--- config.mk ---
export PLATFORM = sky130hd
export DESIGN_NAME = cpu_mem_arbiter_flat
export DESIGN_NICKNAME = d
export VERILOG_FILES = /design/src/rtl/clc_bus_pkg.sv /design/src/rtl/cpu_mem_arbiter_if.sv /design/src/rtl/cpu_req_capture.sv /design/src/rtl/cpu_mem_arbiter.sv /design/src/flat_wrapper.sv
export SDC_FILE = /design/constraint.sdc
export NUM_CORES = 1
export LEC_CHECK = 0
export ABC_CLOCK_PERIOD_IN_PS = 5600
export BUFFER_PORTS_ARGS = -buffer_cell sky130_fd_sc_hd__clkbuf_2
export CELL_PAD_IN_SITES_DETAIL_PLACEMENT = 1
export CELL_PAD_IN_SITES_GLOBAL_PLACEMENT = 2
export CORE_AREA = 2 2 99 120
export DETAILED_ROUTE_END_ITERATION = 8
export DIE_AREA = 0 0 101 122
export GPL_ROUTABILITY_DRIVEN = 0
export PLACE_DENSITY = 0.91
export SLEW_MARGIN = 20
export SYNTH_ARGS = -nofsm -noshare
export SYNTH_HDL_FRONTEND = slang
export SYNTH_HIERARCHICAL = 1
export SYNTH_SLANG_ARGS = --single-unit
--- constraint.sdc ---
create_clock -name clk -period 5.6 [get_ports clk]
set_input_delay 1.4 -clock clk [delete_from_list [all_inputs] [get_ports clk]]
set_output_delay 1.4 -clock clk [all_outputs]
set_load 0.02 [all_outputs]
--- src/rtl/clc_bus_pkg.sv ---
// Shared types for the CPU/video RAM arbiter: FSM states, grant owners and
// the legal RAM read-latency range.
package clc_bus_pkg;

   typedef enum logic [1:0] {ST_IDLE, ST_ISSUE, ST_WAIT} state_t;

   typedef enum logic [1:0] {OWN_NONE, OWN_CPU, OWN_VID} owner_t;

   localparam int RD_LAT_MIN = 1;
   localparam int RD_LAT_MAX = 3;

   // Wide enough to count 0 .. RD_LAT_MAX-1 cycles in WAIT
   typedef logic [$clog2(RD_LAT_MAX)-1:0] lat_cnt_t;

   // Forces an out-of-range latency parameter into the supported window
   function automatic int clamp_rd_latency(input int lat);
      if (lat < RD_LAT_MIN) return RD_LAT_MIN;
      if (lat > RD_LAT_MAX) return RD_LAT_MAX;
      return lat;
   endfunction

endpackage

--- src/rtl/cpu_mem_arbiter_if.sv ---
// Bus bundle for the arbiter: CPU side, video DMA read port and RAM port.
// The slave modport is the arbiter's view, master is the surrounding system.
interface cpu_mem_arbiter_if #(
   parameter int ADDR_W = 16,
   parameter int DATA_W = 8
);
   logic [ADDR_W-1:0] addr;
   logic              rd_req;
   logic              wr_en;
   logic [DATA_W-1:0] wr_data;
   logic [DATA_W-1:0] rd_data;
   logic              ready;

   logic              vid_req;
   logic [ADDR_W-1:0] vid_addr;
   logic [DATA_W-1:0] vid_data;
   logic              vid_ack;

   logic [ADDR_W-1:0] mem_addr;
   logic              mem_wr_en;
   logic [DATA_W-1:0] mem_wr_data;
   logic [DATA_W-1:0] mem_rd_data;

   modport slave (
      input  addr, rd_req, wr_en, wr_data, vid_req, vid_addr, mem_rd_data,
      output rd_data, ready, vid_data, vid_ack, mem_addr, mem_wr_en, mem_wr_data
   );

   modport master (
      output addr, rd_req, wr_en, wr_data, vid_req, vid_addr, mem_rd_data,
      input  rd_data, ready, vid_data, vid_ack, mem_addr, mem_wr_en, mem_wr_data
   );
endinterface

--- src/rtl/cpu_req_capture.sv ---
// Absorbs the CPU's one-cycle rd_req/wr_en pulses into pending registers,
// holds the read result and generates the level-style ready.
module cpu_req_capture #(
   parameter int ADDR_W = 16,
   parameter int DATA_W = 8
) (
   input  logic              clk,
   input  logic              reset_n,
   input  logic [ADDR_W-1:0] addr,
   input  logic              rd_req,
   input  logic              wr_en,
   input  logic [DATA_W-1:0] wr_data,
   input  logic              rd_done,     // pending read completes this edge
   input  logic              wr_grant,    // pending write issued this edge
   input  logic [DATA_W-1:0] mem_rd_data,
   output logic              rd_pend,
   output logic [ADDR_W-1:0] rd_addr,
   output logic              wr_pend,
   output logic [ADDR_W-1:0] wr_addr,
   output logic [DATA_W-1:0] wr_data_q,
   output logic [DATA_W-1:0] rd_data,
   output logic              ready
);
   logic rd_take, wr_take, rd_pend_n, wr_pend_n;

   // Next pending state: a same-type pulse while still pending is dropped,
   // but one arriving on the retiring edge is accepted.
   always_comb begin
      // NOTE: every always_comb output gets a value before any branch, so no latch is inferred.
      rd_take   = rd_req & (~rd_pend | rd_done);
      wr_take   = wr_en  & (~wr_pend | wr_grant);
      rd_pend_n = (rd_pend & ~rd_done)  | rd_req;
      wr_pend_n = (wr_pend & ~wr_grant) | wr_en;
   end

   // Pending registers, captured request fields, read data and ready
   always_ff @(posedge clk or negedge reset_n) begin
      if (!reset_n) begin
         rd_pend   <= 1'b0;
         wr_pend   <= 1'b0;
         rd_addr   <= '0;
         wr_addr   <= '0;
         wr_data_q <= '0;
         rd_data   <= '0;
         ready     <= 1'b1;
      end else begin
         // NOTE: state uses non-blocking assignments so every register sees pre-edge values.
         rd_pend <= rd_pend_n;
         wr_pend <= wr_pend_n;
         // Falls on the edge that samples a pulse, rises once nothing is pending
         ready   <= ~(rd_pend_n | wr_pend_n);
         if (rd_take) rd_addr <= addr;
         if (wr_take) begin
            wr_addr   <= addr;
            wr_data_q <= wr_data;
         end
         if (rd_done) rd_data <= mem_rd_data;
      end
   end
endmodule

--- src/rtl/cpu_mem_arbiter.sv ---
// Arbitrates the CPU bus against a video DMA read port onto one single-port
// synchronous RAM, one outstanding access at a time.
// Build option: CPU_MEM_ARB_RR_EN selects round-robin arbitration (last
// granted master loses ties); otherwise video has priority with a streak
// guard that lets a waiting CPU in after VID_STREAK video grants.
module cpu_mem_arbiter
   import clc_bus_pkg::*;
#(
   parameter int ADDR_W     = 16,
   parameter int DATA_W     = 8,
   parameter int RD_LATENCY = 1,
   parameter int VID_STREAK = 4
) (
   input logic             clk,
   input logic             reset_n,
   cpu_mem_arbiter_if.slave bus
);
   localparam lat_cnt_t LAT_LAST = lat_cnt_t'(clamp_rd_latency(RD_LATENCY) - 1);

   logic              rd_pend, wr_pend;
   logic [ADDR_W-1:0] rd_addr, wr_addr;
   logic [DATA_W-1:0] wr_data_q;
   logic              grant_rd, grant_wr, grant_vid, rd_done, vid_done;
   logic              cpu_pend, arb_en, pick_vid, pick_cpu;

   state_t   state, state_n;
   owner_t   owner, owner_n;
   logic     op_wr, op_wr_n;
   lat_cnt_t cnt, cnt_n;

`ifdef CPU_MEM_ARB_RR_EN
   owner_t last_grant, last_n;
`else
   localparam int             SW         = $clog2(VID_STREAK + 1);
   localparam logic [SW-1:0]  STREAK_MAX = SW'(VID_STREAK);
   logic [SW-1:0]             streak, streak_n;
`endif

   cpu_req_capture #(.ADDR_W(ADDR_W), .DATA_W(DATA_W)) u_capture (
      .clk         (clk),
      .reset_n     (reset_n),
      .addr        (bus.addr),
      .rd_req      (bus.rd_req),
      .wr_en       (bus.wr_en),
      .wr_data     (bus.wr_data),
      .rd_done     (rd_done),
      .wr_grant    (grant_wr),
      .mem_rd_data (bus.mem_rd_data),
      .rd_pend     (rd_pend),
      .rd_addr     (rd_addr),
      .wr_pend     (wr_pend),
      .wr_addr     (wr_addr),
      .wr_data_q   (wr_data_q),
      .rd_data     (bus.rd_data),
      .ready       (bus.ready)
   );

   // Arbitration and next-state logic of the access FSM
   always_comb begin
      state_n   = state;
      owner_n   = owner;
      op_wr_n   = op_wr;
      cnt_n     = cnt;
      grant_rd  = 1'b0;
      grant_wr  = 1'b0;
      grant_vid = 1'b0;
      rd_done   = 1'b0;
      vid_done  = 1'b0;
      cpu_pend  = rd_pend | wr_pend;
      // While vid_ack is shown the master still holds its old request; skip that cycle
      arb_en    = (state == ST_IDLE) & ~bus.vid_ack;
`ifdef CPU_MEM_ARB_RR_EN
      last_n    = last_grant;
      if (bus.vid_req && cpu_pend) pick_vid = arb_en & (last_grant != OWN_VID);
      else                         pick_vid = arb_en & bus.vid_req;
      pick_cpu  = arb_en & cpu_pend & ~pick_vid;
      if (pick_vid)      last_n = OWN_VID;
      else if (pick_cpu) last_n = OWN_CPU;
`else
      streak_n  = streak;
      pick_vid  = arb_en & bus.vid_req & ~(cpu_pend & (streak == STREAK_MAX));
      pick_cpu  = arb_en & cpu_pend & ~pick_vid;
      if (!cpu_pend || pick_cpu)                   streak_n = '0;
      else if (pick_vid && streak != STREAK_MAX)   streak_n = streak + 1'b1;
`endif

      case (state)
         ST_IDLE: begin
            if (pick_vid) begin
               grant_vid = 1'b1;
               state_n   = ST_ISSUE;
               owner_n   = OWN_VID;
               op_wr_n   = 1'b0;
            end else if (pick_cpu) begin
               // A pending write always goes before a pending read
               grant_wr  = wr_pend;
               grant_rd  = ~wr_pend;
               state_n   = ST_ISSUE;
               owner_n   = OWN_CPU;
               op_wr_n   = wr_pend;
            end
         end
         ST_ISSUE: begin
            cnt_n = '0;
            if (op_wr) begin
               state_n = ST_IDLE;
               owner_n = OWN_NONE;
            end else begin
               state_n = ST_WAIT;
            end
         end
         ST_WAIT: begin
            if (cnt == LAT_LAST) begin
               state_n  = ST_IDLE;
               owner_n  = OWN_NONE;
               vid_done = (owner == OWN_VID);
               rd_done  = (owner == OWN_CPU);
            end else begin
               cnt_n = cnt + 1'b1;
            end
         end
         default: state_n = ST_IDLE;
      endcase
   end

   // FSM state, RAM port registers and video return path
   always_ff @(posedge clk or negedge reset_n) begin
      if (!reset_n) begin
         state           <= ST_IDLE;
         owner           <= OWN_NONE;
         op_wr           <= 1'b0;
         cnt             <= '0;
`ifdef CPU_MEM_ARB_RR_EN
         last_grant      <= OWN_NONE;
`else
         streak          <= '0;
`endif
         bus.mem_addr    <= '0;
         bus.mem_wr_en   <= 1'b0;
         bus.mem_wr_data <= '0;
         bus.vid_ack     <= 1'b0;
         bus.vid_data    <= '0;
      end else begin
         state         <= state_n;
         owner         <= owner_n;
         op_wr         <= op_wr_n;
         cnt           <= cnt_n;
`ifdef CPU_MEM_ARB_RR_EN
         last_grant    <= last_n;
`else
         streak        <= streak_n;
`endif
         bus.mem_wr_en <= grant_wr;
         bus.vid_ack   <= vid_done;
         if (grant_vid) bus.mem_addr <= bus.vid_addr;
         if (grant_rd)  bus.mem_addr <= rd_addr;
         if (grant_wr) begin
            bus.mem_addr    <= wr_addr;
            bus.mem_wr_data <= wr_data_q;
         end
         if (vid_done) bus.vid_data <= bus.mem_rd_data;
      end
   end
endmodule

--- src/flat_wrapper.sv ---
// flat-port wrapper written by rule: the top's interface ports become plain ports
module cpu_mem_arbiter_flat import clc_bus_pkg::*;
#(
   parameter int ADDR_W     = 16,
   parameter int DATA_W     = 8,
   parameter int RD_LATENCY = 1,
   parameter int VID_STREAK = 4
)
  (clk, reset_n, bus_addr, bus_rd_req, bus_wr_en, bus_wr_data, bus_vid_req, bus_vid_addr, bus_mem_rd_data, bus_rd_data, bus_ready, bus_vid_data, bus_vid_ack, bus_mem_addr, bus_mem_wr_en, bus_mem_wr_data);
  cpu_mem_arbiter_if #(.ADDR_W(ADDR_W), .DATA_W(DATA_W)) bus_i ();
  input logic clk;
  input logic reset_n;
  input wire logic [$bits(bus_i.addr)-1:0] bus_addr;
  input wire logic [$bits(bus_i.rd_req)-1:0] bus_rd_req;
  input wire logic [$bits(bus_i.wr_en)-1:0] bus_wr_en;
  input wire logic [$bits(bus_i.wr_data)-1:0] bus_wr_data;
  input wire logic [$bits(bus_i.vid_req)-1:0] bus_vid_req;
  input wire logic [$bits(bus_i.vid_addr)-1:0] bus_vid_addr;
  input wire logic [$bits(bus_i.mem_rd_data)-1:0] bus_mem_rd_data;
  output wire logic [$bits(bus_i.rd_data)-1:0] bus_rd_data;
  output wire logic [$bits(bus_i.ready)-1:0] bus_ready;
  output wire logic [$bits(bus_i.vid_data)-1:0] bus_vid_data;
  output wire logic [$bits(bus_i.vid_ack)-1:0] bus_vid_ack;
  output wire logic [$bits(bus_i.mem_addr)-1:0] bus_mem_addr;
  output wire logic [$bits(bus_i.mem_wr_en)-1:0] bus_mem_wr_en;
  output wire logic [$bits(bus_i.mem_wr_data)-1:0] bus_mem_wr_data;
  assign bus_i.addr = bus_addr;
  assign bus_i.rd_req = bus_rd_req;
  assign bus_i.wr_en = bus_wr_en;
  assign bus_i.wr_data = bus_wr_data;
  assign bus_i.vid_req = bus_vid_req;
  assign bus_i.vid_addr = bus_vid_addr;
  assign bus_i.mem_rd_data = bus_mem_rd_data;
  assign bus_rd_data = bus_i.rd_data;
  assign bus_ready = bus_i.ready;
  assign bus_vid_data = bus_i.vid_data;
  assign bus_vid_ack = bus_i.vid_ack;
  assign bus_mem_addr = bus_i.mem_addr;
  assign bus_mem_wr_en = bus_i.mem_wr_en;
  assign bus_mem_wr_data = bus_i.mem_wr_data;
  cpu_mem_arbiter #(.ADDR_W(ADDR_W), .DATA_W(DATA_W), .RD_LATENCY(RD_LATENCY), .VID_STREAK(VID_STREAK)) u_core (.clk(clk), .reset_n(reset_n), .bus(bus_i));
endmodule
-- Word-level counts from Yosys, hierarchy flattened
Index checks and enable logic that the tools add are counted.
- reductions and logical operators: 14
- bitwise logic cells: 24
- multiplexer cells: 29
- add/subtract/negate cells: 2
- equal/unequal tests: 10
- operators with widths (operator ; number):
    two-way mux 16 bit ; 3
    two-way mux 1 bit ; 14
    two-way mux 2 bit ; 7
    one-hot mux 2 bit (3 select lines) ; 2
    AND 1 bit ; 10
    inverter 1 bit ; 8
    two-way mux 3 bit ; 2
    OR 1 bit ; 6
    AND reduction 2 bit ; 3
    nonzero test 2 bit ; 3
    nonzero test 3 bit ; 2
    equality test 2 x 1 -> 1 bit (second input constant) ; 2
    equality test 2 bit (second input constant) ; 2
    zero test 2 bit ; 2
    != test 2 x 1 -> 1 bit (second input constant) ; 2
    one-hot mux 2 bit (2 select lines) ; 1
    AND reduction 4 bit ; 1
    adder 3 x 1 -> 3 bit (second input constant) ; 1
    equality test 3 bit (second input constant) ; 1
    != test 3 x 1 -> 1 bit (second input constant) ; 1
    != test 3 bit (second input constant) ; 1
    adder 2 x 1 -> 2 bit (second input constant) ; 1
    != test 2 bit (second input constant) ; 1
    logical AND 1 bit ; 1
    2 further kinds ; 2
- output and inout bits: 43
- flip-flop bits (word level): 95
- input port bits: 53
- logic and storage cells: 96

-- Longest topological paths before layout
- depth after elaboration: 14
- depth in mapped cells: 10
- mapped depth without buffers: 8

-- Modules after synthesis
Netlist, hierarchy kept.
- by module, submodules not included (module ; times used ; cells an instance ; area an instance (um^2)):
    cpu_mem_arbiter ; 1 ; 231 ; 2094.5
    cpu_req_capture ; 1 ; 110 ; 1954.4

-- Worst setup path before layout
OpenSTA, ideal clock, no wires.
- path kind: input to register
- from: in bus_vid_req
- to: reg u_core.u_capture.wr_addr[0]
- buffers on the path: 1
- data arrival time: 2840 ps
- path slack: 2635 ps
- data required time: 5475 ps
- cell stages on the path: 7
- path through: a21bo_2 -> nand3_2 -> clkinv_1 -> nand2b_1 -> nand2_1 -> buf_4 -> mux2_2
- word-level cells in the longest chain between the ends: 9
- RTL lines (what ; line ; source):
    from (decl) ; flat_wrapper.sv:17 ; input wire logic [$bits(bus_i.vid_req)-1:0] bus_vid_req;
    AND 1 bit (*) (2 in a row) ; cpu_mem_arbiter.sv:81 ; pick_vid = arb_en & bus.vid_req & ~(cpu_pend & (streak == STREAK_MAX));
    inverter 1 bit ; cpu_mem_arbiter.sv:82 ; pick_cpu = arb_en & cpu_pend & ~pick_vid;
    AND 1 bit ; cpu_mem_arbiter.sv:82 ;
    two-way mux 1 bit ; cpu_mem_arbiter.sv:94 ; end else if (pick_cpu) begin
    two-way mux 1 bit (*) ; cpu_mem_arbiter.sv:89 ; if (pick_vid) begin
    two-way mux 1 bit (*) ; cpu_mem_arbiter.sv:87 ; case (state)
    net u_core.grant_wr ; cpu_mem_arbiter.sv:23 ; logic grant_rd, grant_wr, grant_vid, rd_done, vid_done;
    OR 1 bit (*) ; cpu_req_capture.sv:31 ; wr_take = wr_en & (~wr_pend | wr_grant);
    AND 1 bit (*) ; cpu_req_capture.sv:31 ;
    to (signal assigned) ; cpu_req_capture.sv:54 ; wr_addr <= addr;
    to (decl) ; cpu_req_capture.sv:19 ; output logic [ADDR_W-1:0] wr_addr,
The timed path passes the listed nets; every way through them passes the cells marked *.
A chain may end at the register's enable or synchronous reset.

-- Worst setup path in the final report
- from: in bus_vid_req
- to: reg u_core.u_capture.wr_addr[6]
The elaborated chain is that of the path after synthesis.

==> out/metrics.cfg <==
[outcome]
status = completed

[power_and_ir_drop]
clock_power_share_pct = 21.0
switchingPower_w = 0.00107
ir_drop_uv = 213
switching_share_pct = 36.7
total_power_w = 0.00293
intPower_w = 0.00185
pwr-share-seq_pct = 41.2
power_frac_comb_pct = 37.8
power.density_nw_per_um2 = 594
leakage_nw = 2.41

[logic_synthesis]
yosys.area_share.simple_pct = 11.8
synth_compound_area_share_pct = 8.53
ys_ff_latch = 95
synthMuxAreaShare_pct = 15.4
synth-adder-area-share_pct = 2.47
ys_seq_area_share_pct = 58.7
syn_inst = 341
syn_area_um2 = 4050
synth.avg_cell_area_um2 = 11.9
synthXorXnorAreaFrac_pct = 0
synth_cell_types = 39
syn_nets = 402
yosysWarnings = 6
synth_top_family_by_area = multiplexers

[critical_path]
rr_startpoint = u_core/state[0]
ff2ff_path_depth = 8
required_ps = 5820
r2r_slack_ps = 1830
start_kind = input port
cpPeakStageDelay_ps = 800
timing.critical_path.cells = clkbuf_2 > a21bo_2 > nand3_2 > clkinv_1 > nand2b_1 > nand2_1 > mux2_2
crit_arrival_ps = 4230
critPathMaxFanout = 24
path_class = in2reg
endpoint_kind = flip-flop
r2r_end = u_core/u_capture/wr_addr[6]
cp_slowest_cell = nand2_1

[cells_and_area]
layout-drive-gt1-share_pct = 38.3
multi_input_area_um2 = 1550
final_util_pct = 43.6
num-fill-cells = 1249
syn_to_final_growth_pct = 21.7
regArea_um2 = 2380
mostFrequentLayoutCells = clkbuf_2 (94), dfrtp_1 (94), nand2_1 (73)
antenna_cells = 0
finalNetCount = 498

[sta]
tightest_slew_ps = 1080
clock_skew_ps = 4.82
max_clock_freq_ghz = 0.249
fin_crit_sh_pct = 71.6
rsz0062_at_grt = no
hold_violations = 0
fin_tns_setup_ps = 0
min_period_ps = 4010
setup_viol = 0
fin_ws_ps = 1590
slew_viol_final = 0
slew_headroom_pct = 27.6

[cts]
postCtsSetupBuffers = 0
cts_resized = 0
cts_tree = done
numCtsBuffers = 9
cts-root-buf = clkbuf_16
cts_max_level = 3
ctsHoldBuffers = 0
clockBufferDepth = 2
clkTransAtPathRegs_ps = 60
insertion_delay_ps = 340
cts.sinks = 95

[die]
die_w_um = 101
die_h_um = 122
start_util_pct = 35.8
pin_count = 96
dieArea_um2 = 12300
row_count = 43
core_um2 = 11300

[drt]
first_iter_violations = 65
wirelength_um = 9890
vias = 2926
drtPass1Iterations = 4
vias_per_cell = 5.08
drc_errors = 0
wl_per_cell_um = 17.2
antenna_left = 0

[place]
dpl.hpwl_um = 7030
pre_cts_ws_ps = 1240
port_buffers = 95

[grt]
overflow = 0
use_met1_pct = 21.2
grt_pass1_vias = 3173
grt_pass1_wl_um = 16000
met2_usage_pct = 28.9
track_usage_pct = 17.0
grtUsageMet3_pct = 4.30
grt-busiest-layer = met2
antenna_found_initial = 0
grt_max_degree = 57

[min_path]
whs_endpoint = u_core/bus.mem_wr_data[0]
worstHoldStart = u_core/u_capture/wr_data_q[0]
hold_depth = 2
hp-class = reg2reg

[flow_run]
drv_cap = 0

cells in the mapped netlist, drive strengths merged:
cell | instances | area share, %
clkinv | 2 | 0.19
nand4b | 2 | 0.59
buf | 8 | 1.6
nand2b | 6 | 1.1
dfstp | 1 | 0.65
nor2b | 3 | 0.46
nor3 | 1 | 0.12
or2b | 1 | 0.19
o22ai | 15 | 2.3
nor2 | 5 | 0.46
a21oi | 4 | 0.49
a21boi | 1 | 0.19
nand2 | 74 | 7.0
nor3b | 3 | 0.56
dfrtp | 94 | 58
a32o | 1 | 0.25
a31oi | 2 | 0.31
or3 | 1 | 0.15
ha | 8 | 2.5
o21ai | 35 | 4.3
a31o | 1 | 0.22
nand3 | 5 | 0.87
inv | 9 | 0.83
o211ai | 1 | 0.19
clkbuf | 4 | 0.40
or4b | 1 | 0.25
a21bo | 1 | 0.25
mux2 | 52 | 15
layout make-up:
type | instances | share of cell area [%]
multi-input combinational | 223 | 31.4
clock buffer | 12 | 5.21
inverter | 11 | 0.838
clock inverter | 3 | 0.863
tap | 135 | 3.43
timing repair buffer | 97 | 10.0
sequential | 95 | 48.3
flip-flops by register name, indices dropped and copies added, names as in the netlist:
signal / flops
u_core/bus.vid_data: 8
u_core/u_capture/ready: 1
u_core/owner: 2
u_core/bus.mem_addr: 16
u_core/bus.mem_wr_data: 8
u_core/bus.mem_wr_en: 1
u_core/state: 2
u_core/op_wr: 1
u_core/u_capture/wr_addr: 16
u_core/u_capture/wr_data_q: 8
u_core/u_capture/rd_data: 8
u_core/u_capture/rd_addr: 16
u_core/u_capture/wr_pend: 1
u_core/u_capture/rd_pend: 1
u_core/cnt: 2
u_core/bus.vid_ack: 1
u_core/streak: 3
power by group through the flow:
stage          Clock (W)  Sequential, W  Combinational, W
3_5_place_dp           0        0.00121           0.00112
5_1_grt         0.000660        0.00125           0.00122
2_1_floorplan          0        0.00135          0.000611
6_report        0.000614        0.00121           0.00111
3_3_place_gp           0        0.00119           0.00106
4_1_cts         0.000630        0.00121           0.00112
routing by layer:
metal	share of wire [%]	wire length (um)
met3	5.6	550
met1	42	4200
met4	1.3	124
met2	51	5020
met5	0	0
kinds of logic after synthesis:
| family | Yosys count |
|---|---|
| flip-flops | 95 |
| buffers and inverters | 23 |
| AO/OA/AOI/OAI | 61 |
| multiplexers | 52 |
| adder cells (fa/ha/maj) | 8 |
| AND/OR/NAND/NOR | 102 |
worst max-delay path: cells and delay by family:
| kind | cells | cell delay, ps |
|---|---|---|
| AO/OA/AOI/OAI | 1 | 280 |
| buffers and inverters | 2 | 610 |
| AND/OR/NAND/NOR | 3 | 1500 |
| multiplexers | 1 | 430 |
worst max-delay path by stage:
stage	from	endpoint	slack [ps]
floorplan	bus_vid_req	u_core/u_capture/wr_addr[0]	2640
global placement	bus_vid_req	u_core/u_capture/wr_addr[12]	1400
detailed placement	bus_vid_req	u_core/u_capture/wr_addr[15]	1240
CTS	bus_vid_req	u_core/u_capture/wr_data_q[3]	1600
global route	bus_vid_req	u_core/u_capture/wr_addr[2]	1360
finish	bus_vid_req	u_core/u_capture/wr_addr[6]	1590
per-stage QoR:
step	hold WS, ps	cells	instance area, um2
2_1_floorplan	433	341	4050
3_3_place_gp	452	561	4630
3_5_place_dp	463	561	4630
4_1_cts	476	576	4930
5_1_grt	488	576	4930
6_report	465	576	4930
No activity file was read; power rests on OpenSTA's default activity.
